<file path="config.mk">
export PLATFORM = sky130hd
export DESIGN_NAME = snd_dma_seq
export DESIGN_NICKNAME = d
export VERILOG_FILES = /design/src/rtl/snd_pkg.sv /design/src/rtl/snd_fifo.sv /design/src/rtl/snd_dma_seq.sv
export SDC_FILE = /design/constraint.sdc
export NUM_CORES = 1
export LEC_CHECK = 0
export ABC_AREA = 1
export BUFFER_PORTS_ARGS = -buffer_cell sky130_fd_sc_hd__buf_4
export CORE_AREA = 3 3 156 113
export DETAILED_ROUTE_END_ITERATION = 10
export DIE_AREA = 0 0 159 116
export PLACE_DENSITY_LB_ADDON = 0.25
export SETUP_SLACK_MARGIN = 0.3
export SYNTH_ARGS = -nofsm -noshare
export SYNTH_HDL_FRONTEND = slang
export SYNTH_SLANG_ARGS = --single-unit
</file>
<file path="constraint.sdc">
create_clock -name clk -period 3.7 [get_ports clk]
set_clock_uncertainty 0.1 [all_clocks]
set_input_delay 0.185 -clock clk [delete_from_list [all_inputs] [get_ports clk]]
set_output_delay 0.185 -clock clk [all_outputs]
set_load 0.01 [all_outputs]
</file>
<file path="src/rtl/snd_pkg.sv">
// Shared types and constants for the DMA sound sequencer.
// Sequencer states and the per-fetch address step (one 16-bit word = 2 bytes).
package snd_pkg;

  typedef enum logic [2:0] {
    IDLE,
    LOAD,
    RUN,
    WAIT,
    DRAIN,
    ABORT
  } state_t;

  localparam int SND_AW   = 22;
  localparam int WORD_INC = 2;

endpackage

</file>
<file path="src/rtl/snd_fifo.sv">
// Small synchronous sample FIFO between the DMA fetch path and the audio shifter.
// Pops on empty are ignored; flush empties it in one cycle and wins over push/pop.
module snd_fifo #(
  parameter int DEPTH = 4
) (
  input  logic                     clk,
  input  logic                     reset,
  input  logic                     push,
  input  logic                     pop,
  input  logic                     flush,
  input  logic [15:0]              din,
  output logic [15:0]              head,
  output logic [$clog2(DEPTH):0]   count,
  output logic                     empty
);

  localparam int PW = $clog2(DEPTH);
  localparam int CW = PW + 1;

  logic [15:0]   mem [DEPTH];
  logic [PW-1:0] rd_ptr;
  logic [PW-1:0] wr_ptr;
  logic          full;
  logic          do_push;
  logic          do_pop;

  assign empty   = (count == '0);
  assign full    = (count == CW'(DEPTH));
  assign do_pop  = pop && !empty;
  assign do_push = push && (!full || do_pop);
  // The head reads as zero when nothing is buffered so the shifter never sees stale data.
  assign head    = empty ? 16'h0000 : mem[rd_ptr];

  always_ff @(posedge clk) begin
    if (do_push && !reset && !flush) mem[wr_ptr] <= din;
  end

  always_ff @(posedge clk) begin
    if (reset || flush) begin
      rd_ptr <= '0;
      wr_ptr <= '0;
      count  <= '0;
    end else begin
      if (do_push) wr_ptr <= wr_ptr + 1'b1;
      if (do_pop)  rd_ptr <= rd_ptr + 1'b1;
      case ({do_push, do_pop})
        2'b10:   count <= count + 1'b1;
        2'b01:   count <= count - 1'b1;
        default: count <= count;
      endcase
    end
  end

endmodule

</file>
<file path="src/rtl/snd_dma_seq.sv">
// DMA sound frame sequencer: walks the frame address range one word per granted slot,
// buffers fetched words for the shifter, and handles repeat/stop at frame end.
module snd_dma_seq
  import snd_pkg::*;
#(
  parameter int AW    = SND_AW,
  parameter int DEPTH = 4
) (
  input  logic          clk,
  input  logic          reset,
  input  logic          sndon,
  input  logic          sfrep,
  input  logic [AW-1:0] frame_start,
  input  logic [AW-1:0] frame_end,
  input  logic          slot,
  input  logic          fetch_ack,
  input  logic [15:0]   fetch_data,
  input  logic          sample_pop,
  output logic          dma_req,
  output logic [AW-1:0] dma_addr,
  output logic [15:0]   sample,
  output logic          sample_valid,
  output logic [AW-1:0] snd,
  output logic          active,
  output logic          sint,
  output logic          stoff,
  output logic          underrun
);

  localparam int CW = $clog2(DEPTH) + 1;

  state_t        state;
  logic [AW-1:0] end_l;
  logic [AW-1:0] snd_next;
  logic [CW-1:0] fifo_count;
  logic          fifo_empty;
  logic          fifo_push;
  logic          fifo_flush;

  assign snd_next     = snd + AW'(WORD_INC);
  assign sample_valid = !fifo_empty;
  assign fifo_push    = (state == WAIT) && sndon && fetch_ack;
  // Any path back to IDLE other than a natural drain throws away buffered samples.
  assign fifo_flush   = (((state == LOAD) || (state == RUN) || (state == DRAIN)) && !sndon)
                      || ((state == WAIT) && !sndon && fetch_ack)
                      || ((state == ABORT) && fetch_ack);

  snd_fifo #(.DEPTH(DEPTH)) u_fifo (
    .clk   (clk),
    .reset (reset),
    .push  (fifo_push),
    .pop   (sample_pop),
    .flush (fifo_flush),
    .din   (fetch_data),
    .head  (sample),
    .count (fifo_count),
    .empty (fifo_empty)
  );

  always_ff @(posedge clk) begin
    if (reset) begin
      state    <= IDLE;
      snd      <= '0;
      end_l    <= '0;
      dma_req  <= 1'b0;
      dma_addr <= '0;
      active   <= 1'b0;
      sint     <= 1'b0;
      stoff    <= 1'b0;
      underrun <= 1'b0;
    end else begin
      sint  <= 1'b0;
      stoff <= 1'b0;
      if (sample_pop && fifo_empty) underrun <= 1'b1;
      case (state)
        IDLE: begin
          if (sndon) begin
            state  <= LOAD;
            active <= 1'b1;
          end
        end
        LOAD: begin
          if (!sndon) begin
            state  <= IDLE;
            active <= 1'b0;
          end else begin
            snd      <= frame_start;
            end_l    <= frame_end;
            underrun <= 1'b0;
            if (frame_start >= frame_end) begin
              sint   <= 1'b1;
              stoff  <= 1'b1;
              state  <= IDLE;
              active <= 1'b0;
            end else begin
              state <= RUN;
            end
          end
        end
        RUN: begin
          if (!sndon) begin
            state  <= IDLE;
            active <= 1'b0;
          end else if (slot && (fifo_count < CW'(DEPTH))) begin
            dma_req  <= 1'b1;
            dma_addr <= snd;
            state    <= WAIT;
          end
        end
        WAIT: begin
          // A fetch in flight must complete on the bus even if playback is switched off.
          if (!sndon) begin
            if (fetch_ack) begin
              dma_req <= 1'b0;
              state   <= IDLE;
              active  <= 1'b0;
            end else begin
              state <= ABORT;
            end
          end else if (fetch_ack) begin
            dma_req <= 1'b0;
            if (snd_next == end_l) begin
              sint <= 1'b1;
              if (sfrep) begin
                snd   <= frame_start;
                end_l <= frame_end;
                state <= RUN;
              end else begin
                stoff <= 1'b1;
                snd   <= snd_next;
                state <= DRAIN;
              end
            end else begin
              snd   <= snd_next;
              state <= RUN;
            end
          end
        end
        DRAIN: begin
          if (!sndon || fifo_empty) begin
            state  <= IDLE;
            active <= 1'b0;
          end
        end
        ABORT: begin
          if (fetch_ack) begin
            dma_req <= 1'b0;
            state   <= IDLE;
            active  <= 1'b0;
          end
        end
        default: state <= IDLE;
      endcase
    end
  end

endmodule

</file>
==> metrics.csv <==
stage,metric,value,unit
grt,first-pass GRT wire length,37120,um
grt,largest net degree at the start of global routing,46,
yosys,Yosys Warn Count,0,
cells_and_area,Non-Filler Instances,1471,
placement,Area after DPL,9076,um^2
yosys,Post-Syn Nets,1167,
die,core area,16200,um^2
cells_and_area,Ant. Diodes,0,
cells_and_area,fin nets,1329,
routing,vias,7681,
grt,initial antenna violation count,0,
placement,Routability Congestion,0.9803,
yosys,"Seq/Total Area, Yosys",0.4536,
timing,max_slew headroom,0.4063,
timing,"Setup violations, final",0,
routing,Final ANT Viol Nets,0,
die,die area,18440,um^2
worst_setup_path,CP top delay family,simple AND/OR/NAND/NOR gates,
die,row count,39,
timing,period utilization,0.8216,
worst_setup_path,Worst EP arrival,3.30,ns
routing,post-DR wirelength/cell,15.75,um
routing,Routed WL,23170,um
yosys,Seq cells post-synth,147,
cells_and_area,"leading cell type in the layout, fill and taps excluded",nand2_1,
cells_and_area,most frequent cells in the layout,"nand2_1 (230), nor2_1 (175), buf_4 (144)",
worst_setup_path,"Buf+Inv Stages, Crit Path",0,
routing,drt first pass iters,5,
cells_and_area,"Design Area, Final",10070,um^2
placement,IO buf count,132,
yosys,Post-Synthesis Cells,1071,
worst_setup_path,critical path class,flip-flop to flip-flop,
worst_setup_path,"critical path, cell by cell","nand2_1, nor2_4, nand2_4, o21bai_1, nand2_1, nand2_1, nand2_1, nor2_1, nand2_1, nor2_2, nand3_2, nand3_1, nand3_1, a21oi_1",
cells_and_area,layout cells sized above 1,0.1597,
placement,Detail Placement HPWL,16800,um
timing,setup tns final,0,ns
worst_setup_path,flop-to-flop setup slack,0.66,ns
yosys,post-synth design cell area,7900,um^2
clocking,Num Clock Sinks,147,
cells_and_area,FF/Latch Area,3585,um^2
die,I/O pins,133,
worst_setup_path,slowest CP cell,dfxtp_1,
timing,final slew viol count,0,
yosys,syn_area_per_cell,7.376,um^2
clocking,clock root buffer,clkbuf_16,
die,die outline width,159,um
worst_setup_path,CP max stage delay,0.52,ns
timing,min Tclk post-route,3.040,ns
timing,Fin. Hold Viols,0,
yosys,Netlist cell types,38,
power_and_ir_drop,Cell Pwr Density,394.8,nW/um^2
cells_and_area,fillers,1443,
worst_setup_path,Startpoint Class,flip-flop,
hold_path,min-delay worst type,input port to flip-flop,
yosys,top_reg_cell synth,dfxtp_1,
job,max_cap viols,0,
timing,Slew @ Worst Pin,0.8884,ns
die,initial core utilization,0.4876,
yosys,ys async rst share,0,
clocking,Post-CTS Setup Repair Bufs,0,
worst_setup_path,CP Capture Type,flip-flop,
routing,DRT iter0 DRCs,789,
clocking,CTS tree,built,
routing,DRC Markers,0,
clocking,Num CTS Buffers,17,
die,Chip Height,116,um
timing,fmax,329.0,MHz
cells_and_area,Layout area overhead,27.45,%
power_and_ir_drop,Worst VDD drop,0.2129,mV
power_and_ir_drop,Pleak,4.552,nW
grt,total gr overflow,0,
grt,GRT Total Usage,0.2543,
timing,unrepaired setup endpoints after global routing,no,
clocking,worst skew pair latency,0.42,ns
worst_setup_path,Critical Path Fanout Max,19,
clocking,CTS Buffer Depth,2,
worst_setup_path,Critical Path RT,3.96,ns
grt,vias in the first global route,7056,
yosys,"EDFF count, synth",64,
routing,via/cell ratio,5.222,
clocking,htree depth,4,
clocking,"Reg clk slew, reported paths",0.06,ns
run_status,outcome,completed,
worst_setup_path,most frequent CP cell,nand2_1,
cells_and_area,Multi-input gate area,3633,um^2
placement,Cell Count Post-Placement,1399,
## through the flow
step	worst slack, ns	power (mW)	hold WS [ns]	util
6_report	0.6601	3.975	0.04630	0.6215
5_1_grt	0.3634	4.113	0.05243	0.6215
4_1_cts	0.5113	3.977	0.02604	0.6203
3_5_place_dp	0.5674	2.265	0.2878	0.5602
3_3_place_gp	0.6678	2.257	0.2882	0.5602
2_1_floorplan	1.110	2.070	0.1839	-
## worst register-to-register path: stages (launching register included)
cell and delay, ns:
dfxtp_1 0.52, nand2_1 0.15, nor2_4 0.22, nand2_4 0.12, o21bai_1 0.31, nand2_1 0.12, nand2_1 0.07, nand2_1 0.06
nor2_1 0.11, nand2_1 0.07, nor2_2 0.19, nand3_2 0.40, nand3_1 0.19, nand3_1 0.17, a21oi_1 0.17
## final timing paths
kind             start  endpoint  depth (start not counted)
min          fetch_ack  state[2]                          4
min reg2reg     active    active                          2
max reg2reg     snd[3]   snd[12]                         14
max             snd[3]   snd[12]                         14
## cell families after synthesis
group	synth area share
flip-flops	0.4536
AO/OA/AOI/OAI	0.1047
AND/OR/NAND/NOR	0.2981
adder cells (fa/ha/maj)	0.04688
XOR/XNOR	0.007761
buffers and inverters	0.08901
## cell type report
class | instances | share of cell area
Timing Repair Buffer | 183 | 0.1461
Multi-Input combinational cell | 747 | 0.3609
Tap cell | 225 | 0.02796
Clock buffer | 17 | 0.04225
Clock inverter | 15 | 0.01566
Sequential cell | 147 | 0.3560
Inverter | 137 | 0.05107
## metal layers
| metal | wire (um) | global-route usage | part of all wire |
|---|---|---|---|
| met4 | 280 | 0.06880 | 0.012 |
| met3 | 2603 | 0.07681 | 0.11 |
| met5 | 0 | 0 | 0 |
| met2 | 9204 | 0.3511 | 0.40 |
| met1 | 11080 | 0.3835 | 0.48 |
## timing repair
item / 4_1_cts / 5_1_grt
hold buffers: 39 / 0
endpoints found under the hold margin: 87 / 0
resized for setup: 0 / 2
endpoints found under the setup margin: 0 / 26
## cell usage after synthesis (2+ instances only)
cell        n  area (um^2)
a21oi_1    83        415.4
and2_1      2        12.51
and3_1      2        12.51
buf_2       7        35.03
buf_6       3        33.78
clkbuf_1   30        112.6
dfxtp_1    83         1662
edfxtp_1   64         1922
ha_1       28        350.3
inv_1     133        499.2
inv_2       3        11.26
nand2_1   230        863.3
nand2_2     5        31.28
nand2_4     2        22.52
nand3_1   104        520.5
nand4_1    13        81.33
nor2_1    176        660.6
nor2_2      3        18.77
nor2_4      4        45.04
nor3_1      2        10.01
nor3b_1     2        15.01
o211ai_1    2        15.01
o21ai_0    69        345.3
o21bai_1    2        15.01
xnor2_1     3        26.28
xor2_1      4        35.03
## registers in the layout, indices dropped and copies added (netlist names), 2 cells and up, named ones only
register,count
u_fifo.mem,64
u_fifo.rd_ptr,2
u_fifo.count,3
end_l,22
snd,22
state,3
u_fifo.wr_ptr,2
dma_addr,22
## report_power, final
part           internal, mW  leakage, nW  switching, mW
combinational         0.208         3.02          0.296
sequential             1.73         1.25         0.0453
clock                 0.997        0.283          0.697
total                  2.94         4.55           1.04
No activity file was read; power rests on OpenSTA's default activity.
